### src/rtl/priority_dispatch_pkg.sv
// Shared types and helpers for the priority dispatcher: slot record and index-width function.

package priority_dispatch_pkg;

    localparam int unsigned SlotDataWidth = 32;

    typedef struct packed {
        logic                     valid;
        logic [SlotDataWidth-1:0] data;
    } slot_t;

    // Index width for n entries; never narrower than one bit so a 1-entry index stays legal.
    function automatic int unsigned idx_width(input int unsigned n);
        return (n <= 2) ? 1 : $clog2(n);
    endfunction

endpackage

### src/rtl/priority_dispatcher_if.sv
// Bundle of the producer stream, per-channel consumer handshakes and dispatch status.

interface priority_dispatcher_if #(
    parameter int unsigned OUTPUTS = 19,
    parameter int unsigned WIDTH   = 32
) ();
    import priority_dispatch_pkg::*;

    localparam int unsigned IDXW = idx_width(OUTPUTS);

    logic [OUTPUTS-1:0]            en_mask;
    logic                          i_valid;
    logic                          i_ready;
    logic [WIDTH-1:0]              i_data;
    logic [OUTPUTS-1:0]            o_valid;
    logic [OUTPUTS-1:0]            o_ready;
    logic [OUTPUTS-1:0][WIDTH-1:0] o_data;
    logic                          o_dispatch;
    logic [IDXW-1:0]               o_dest_idx;

    // Environment side: producer, consumers and enable control.
    modport master (
        output en_mask, i_valid, i_data, o_ready,
        input  i_ready, o_valid, o_data, o_dispatch, o_dest_idx
    );

    // Dispatcher side.
    modport slave (
        input  en_mask, i_valid, i_data, o_ready,
        output i_ready, o_valid, o_data, o_dispatch, o_dest_idx
    );

endinterface

### src/rtl/priority_first_one.sv
// Lowest-index-wins finder: binary tree over the request vector, zero-padded to a power of two.

module priority_first_one
    import priority_dispatch_pkg::*;
#(
    parameter  int unsigned N  = 2,
    localparam int unsigned IW = idx_width(N)
) (
    input  logic [N-1:0]  req,
    output logic          any,
    output logic [IW-1:0] idx
);

    localparam int unsigned P = 1 << IW;

    // Heap-ordered tree: node k has children 2k+1 / 2k+2, leaves start at P-1.
    always_comb begin
        logic [P-1:0]    req_pad;
        logic [2*P-2:0]  node_any;
        logic [IW-1:0]   node_idx [2*P-1];

        req_pad          = '0;
        req_pad[N-1:0]   = req;
        node_any         = '0;
        for (int k = 0; k < 2 * P - 1; k++) begin
            node_idx[k] = '0;
        end

        for (int i = 0; i < P; i++) begin
            node_any[P-1+i] = req_pad[i];
            node_idx[P-1+i] = IW'(i);
        end

        for (int k = P - 2; k >= 0; k--) begin
            node_any[k] = node_any[2*k+1] | node_any[2*k+2];
            node_idx[k] = node_any[2*k+1] ? node_idx[2*k+1] : node_idx[2*k+2];
        end

        any = node_any[0];
        idx = node_idx[0];
    end

endmodule

### src/rtl/priority_dispatcher.sv
// Fans one valid/ready stream out to OUTPUTS single-entry channel slots, lowest free index first.

module priority_dispatcher
    import priority_dispatch_pkg::*;
#(
    parameter int unsigned OUTPUTS = 19,
    parameter int unsigned WIDTH   = SlotDataWidth
) (
    input  logic                 clk,
    input  logic                 rst_n,
    priority_dispatcher_if.slave bus
);

    localparam int unsigned IDXW = idx_width(OUTPUTS);

    slot_t [OUTPUTS-1:0] slot_q;
    slot_t [OUTPUTS-1:0] slot_d;
    logic                dispatch_q;
    logic [IDXW-1:0]     dest_idx_q;

    logic [OUTPUTS-1:0]  valid_vec;
    logic [OUTPUTS-1:0]  free;
    logic                any_free;
    logic [IDXW-1:0]     dest;
    logic                accept;

    always_comb begin
        valid_vec = '0;
        for (int i = 0; i < OUTPUTS; i++) begin
            valid_vec[i] = slot_q[i].valid;
        end
    end

    // A slot draining this cycle is already free for the incoming word.
    assign free = (~valid_vec | bus.o_ready) & bus.en_mask;

    priority_first_one #(
        .N (OUTPUTS)
    ) u_first_one (
        .req (free),
        .any (any_free),
        .idx (dest)
    );

    assign bus.i_ready = any_free & rst_n;
    assign accept      = bus.i_valid & bus.i_ready;

    always_comb begin
        slot_d = slot_q;
        for (int i = 0; i < OUTPUTS; i++) begin
            if (slot_q[i].valid && bus.o_ready[i]) begin
                slot_d[i].valid = 1'b0;
            end
            // Refill after drain so a same-cycle write wins.
            if (accept && (dest == IDXW'(i))) begin
                slot_d[i].valid = 1'b1;
                slot_d[i].data  = SlotDataWidth'(bus.i_data);
            end
        end
    end

    always_ff @(posedge clk) begin
        if (!rst_n) begin
            slot_q     <= '0;
            dispatch_q <= 1'b0;
            dest_idx_q <= '0;
        end else begin
            slot_q     <= slot_d;
            dispatch_q <= accept;
            if (accept) begin
                dest_idx_q <= dest;
            end
        end
    end

    always_comb begin
        bus.o_data = '0;
        for (int i = 0; i < OUTPUTS; i++) begin
            bus.o_data[i] = slot_q[i].data[WIDTH-1:0];
        end
    end

    assign bus.o_valid    = valid_vec;
    assign bus.o_dispatch = dispatch_q;
    assign bus.o_dest_idx = dest_idx_q;

endmodule

### src/flat_wrapper.sv
// flat-port wrapper written by rule: the top's interface ports become plain ports
module priority_dispatcher_flat import priority_dispatch_pkg::*;
#(
    parameter int unsigned OUTPUTS = 19,
    parameter int unsigned WIDTH   = SlotDataWidth
)
  (clk, rst_n, bus_en_mask, bus_i_valid, bus_i_data, bus_o_ready, bus_i_ready, bus_o_valid, bus_o_data, bus_o_dispatch, bus_o_dest_idx);
  priority_dispatcher_if #(.OUTPUTS(OUTPUTS), .WIDTH(WIDTH)) bus_i ();
  input  logic clk;
  input  logic rst_n;
  input wire logic [$bits(bus_i.en_mask)-1:0] bus_en_mask;
  input wire logic [$bits(bus_i.i_valid)-1:0] bus_i_valid;
  input wire logic [$bits(bus_i.i_data)-1:0] bus_i_data;
  input wire logic [$bits(bus_i.o_ready)-1:0] bus_o_ready;
  output wire logic [$bits(bus_i.i_ready)-1:0] bus_i_ready;
  output wire logic [$bits(bus_i.o_valid)-1:0] bus_o_valid;
  output wire logic [$bits(bus_i.o_data)-1:0] bus_o_data;
  output wire logic [$bits(bus_i.o_dispatch)-1:0] bus_o_dispatch;
  output wire logic [$bits(bus_i.o_dest_idx)-1:0] bus_o_dest_idx;
  assign bus_i.en_mask = bus_en_mask;
  assign bus_i.i_valid = bus_i_valid;
  assign bus_i.i_data = bus_i_data;
  assign bus_i.o_ready = bus_o_ready;
  assign bus_i_ready = bus_i.i_ready;
  assign bus_o_valid = bus_i.o_valid;
  assign bus_o_data = bus_i.o_data;
  assign bus_o_dispatch = bus_i.o_dispatch;
  assign bus_o_dest_idx = bus_i.o_dest_idx;
  priority_dispatcher #(.OUTPUTS(OUTPUTS), .WIDTH(WIDTH)) u_core (.clk(clk), .rst_n(rst_n), .bus(bus_i));
endmodule
### config.mk
export PLATFORM = sky130hd
export DESIGN_NAME = priority_dispatcher_flat
export DESIGN_NICKNAME = d
export VERILOG_FILES = /design/src/rtl/priority_dispatch_pkg.sv /design/src/rtl/priority_dispatcher_if.sv /design/src/rtl/priority_first_one.sv /design/src/rtl/priority_dispatcher.sv /design/src/flat_wrapper.sv
export SDC_FILE = /design/constraint.sdc
export NUM_CORES = 1
export LEC_CHECK = 0
export CAP_MARGIN = 20
export CORE_AREA = 8 8 272 274
export DETAILED_ROUTE_END_ITERATION = 10
export DIE_AREA = 0 0 280 282
export SLEW_MARGIN = 20
export SYNTH_ARGS = -nofsm -noshare
export SYNTH_HDL_FRONTEND = slang
export SYNTH_SLANG_ARGS = --single-unit
### constraint.sdc
create_clock -name clk -period 4.33 [get_ports clk]
set_input_delay 0.866 -clock clk [delete_from_list [all_inputs] [get_ports clk]]
set_output_delay 0.866 -clock clk [all_outputs]
set_load 0.02 [all_outputs]
==> reports/qor.csv <==
stage;metric;value;unit
outcome;status;finished clean;
route;Wirelength per Cell;23.6;µm
synth;FF+latch count, synth;633;
power_and_ir_drop;Net Switching;2.93;mW
critical_path;path type of the worst setup path;in2out;
clock_network;CTS Root Cell;clkbuf_16;
route;DRT Wirelength;90700;µm
route;Final ANT Viol Nets;0;
clock_network;CTS Sinks;633;
finish;commonest non-fill, non-tap cells in the layout;705 x clkdlybuf4s50_1, 633 x dfxtp_1, 627 x nand2_1, 608 x mux2i_1, 73 x clkbuf_16;
power_and_ir_drop;sequential share of power;0.465;
global_route;first-pass GRT wire length;129000;µm
die;die footprint;0.0790;mm²
power_and_ir_drop;Static Leakage;12.2;nW
route;routed vias;18100;
synth;post-synth top area cell;dfxtp_1;
synth;synthesized instance count;2204;
power_and_ir_drop;Clock Power Share;0.486;
timing;Rel. slew slack;0.223;
die;FP Rows;97;
hold_path;worst hold path class;reg2reg;
synth;Netlist Area Pre-Place;0.0233;mm²
synth;Synth top area share;0.544;
place;Post-Place Cell Area;0.0312;mm²
clock_network;clock tree buffer depth;3;
clock_network;clk_lat worst skew;0.61;ns
route;first-pass detailed-route iteration total;5;
synth;Post-synth EDFFs;0;
die;die height;282;µm
clock_network;CTS tree;yes;
power_and_ir_drop;Peak VDD IR;0.277;mV
finish;commonest non-fill, non-tap cell in the layout;clkdlybuf4s50_1;
finish;fin nets;2921;
place;GPL Wtd Cong;0.863;
power_and_ir_drop;switching share of power;0.232;
power_and_ir_drop;pwr/cell area;376;mW/mm²
clock_network;clock-pin slew on the worst setup and hold paths;0.06;ns
job;max-cap violations;0;
finish;layout cells sized above 1;0.0634;
critical_path;crit path DAT;3.12;ns
finish;fin area;0.0336;mm²
synth;Synth area leaders;dfxtp_1 54%, mux2i_1 26%, nand2_1 10%, clkbuf_1 1.7%, buf_4 1.2%;
critical_path;Setup crit start kind;input port;
synth;FFs w/ async S/R, synth;0;
critical_path;Max FO, Critical Path;5;
clock_network;setup bufs post-CTS;0;
critical_path;CP endpoint kind;output pin;
timing;clock skew;0.0221;ns
synth;Synth Flop Type;dfxtp_1;
clock_network;post-cts resize count;0;
clock_network;H-Tree Depth;3;
critical_path;Critical Path RT;3.46;ns
synth;Avg Synthesized Cell Area;10.6;µm²
route;Iter 0 DRT Violations;829;
finish;# diodes;0;
critical_path;R2R Setup Slk;1.40;ns
finish;Final Non-Filler Cells;3843;
global_route;initial antenna violation count;0;
synth;syn_nets;2277;
timing;Final Max Slew Viols;0;
timing;Final Hold Vio Count;0;
global_route;Global Route Usage Sum;0.217;
global_route;largest net degree at the start of global routing;197;
clock_network;Num CTS Buffers;72;
global_route;total global routing overflow;0;
timing;final setup violation count;0;
clock_network;hold buffer count at cts;0;
timing;Tmin final;3.99;ns
timing;Setup TNS;0;ns
timing;Slew @ Worst Pin;1.16;ns
place;placed cell count;3713;
die;floorplan core area;0.0695;mm²
die;I/O pin total;707;
synth;part of the Yosys area used for sequential elements;0.544;
place;DPL Wire Length;63000;µm
timing;Final Cycle Share;0.921;
power_and_ir_drop;Pint;9.70;mW
finish;Synth-to-Final Area Change;44.0;%
timing;fmax;0.251;GHz
route;Residual DRC;0;
synth;Yosys Warn Count;0;
route;via/cell ratio;4.71;
die;chip width;280;µm
place;I/O Buffers;706;
timing;unrepaired setup endpoints after global routing;false;
global_route;vias in the first global route;18300;
power_and_ir_drop;combinational share of power;0.048;
die;Initial Util;0.335;
synth;Synth cell types;51;
-- through the flow --
stage,setup WS (ns),hold WS [ns],utilization,power (mW)
after floorplan,1.50,0.529,-,6.31
final,0.342,0.451,0.483,12.6
after global routing,0.260,0.467,0.483,13.1
after CTS,0.313,0.455,0.482,12.8
after global placement,0.283,0.441,0.448,6.61
after detailed placement,0.328,0.446,0.448,6.62
-- synthesized netlist by cell type (3+ instances only) --
cell type / n
dfxtp_1: 633
nand2_1: 627
mux2i_1: 608
clkbuf_1: 105
nor2b_1: 42
buf_4: 37
buf_6: 18
buf_2: 14
o21a_1: 14
nand2b_1: 13
and2_1: 7
and3b_1: 7
a21boi_1: 6
inv_1: 6
a32o_1: 4
o21ai_0: 4
a21oi_1: 3
a22oi_4: 3
buf_8: 3
nand2b_4: 3
nand3_2: 3
-- registers in the layout (all words and copies together), names as in the netlist --
| signal | count |
|---|---|
| u_core.bus.o_dispatch | 1 |
| u_core.bus.o_valid | 19 |
| u_core.bus.o_data | 608 |
| u_core.bus.o_dest_idx | 5 |
-- power by group through the flow --
stage,combinational (mW),clock [mW],sequential (mW)
global placement,0.610,0,6.00
finish,0.610,6.14,5.88
floorplan,0.260,0,6.05
CTS,0.618,6.31,5.88
detailed placement,0.616,0,6.01
global route,0.642,6.55,5.88
-- routing by layer --
metal,vias up,track usage,routed length (µm)
met5,-,0,0
met4,0,0.0924,3590
met3,150,0.0621,6080
met2,542,0.396,46500
met1,8827,0.233,34600
li1,8587,-,-
-- kinds of logic after synthesis --
family,Yosys count,synth area share
and+or+nand+nor,723,0.131
DFF,633,0.544
muxes,608,0.261
buffers and inverters,186,0.0439
AOI/OAI and AO/OA,54,0.0207
-- worst paths after layout --
kind                                             start                endpoint  cells past startpoint
worst max-delay path                   bus_o_ready[15]             bus_i_ready                      7
worst min-delay path            u_core.bus.o_data[410]  u_core.bus.o_data[410]                      2
worst max register to register  u_core.bus.o_valid[15]  u_core.bus.o_data[297]                      9
worst min register to register  u_core.bus.o_data[410]  u_core.bus.o_data[410]                      2
-- cell type report --
type                            instances  area, µm²
Clock buffer                          107       2070
Timing Repair Buffer                  748       7660
Clock inverter                         22        298
Inverter                                8       30.0
Multi-Input combinational cell       1385       9660
Fill cell                            6355      36000
Tap cell                              940       1180
Sequential cell                       633      12700
-- worst max-delay path, stage by stage --
cell	delay, ns
clkdlybuf4s50_1	0.41
nor2b_1	0.31
a2bb2oi_1	0.27
nand4_1	0.17
or2_4	0.31
o21a_1	0.22
clkdlybuf4s50_1	0.56
Note: power is estimated with default switching activity, not from simulation.
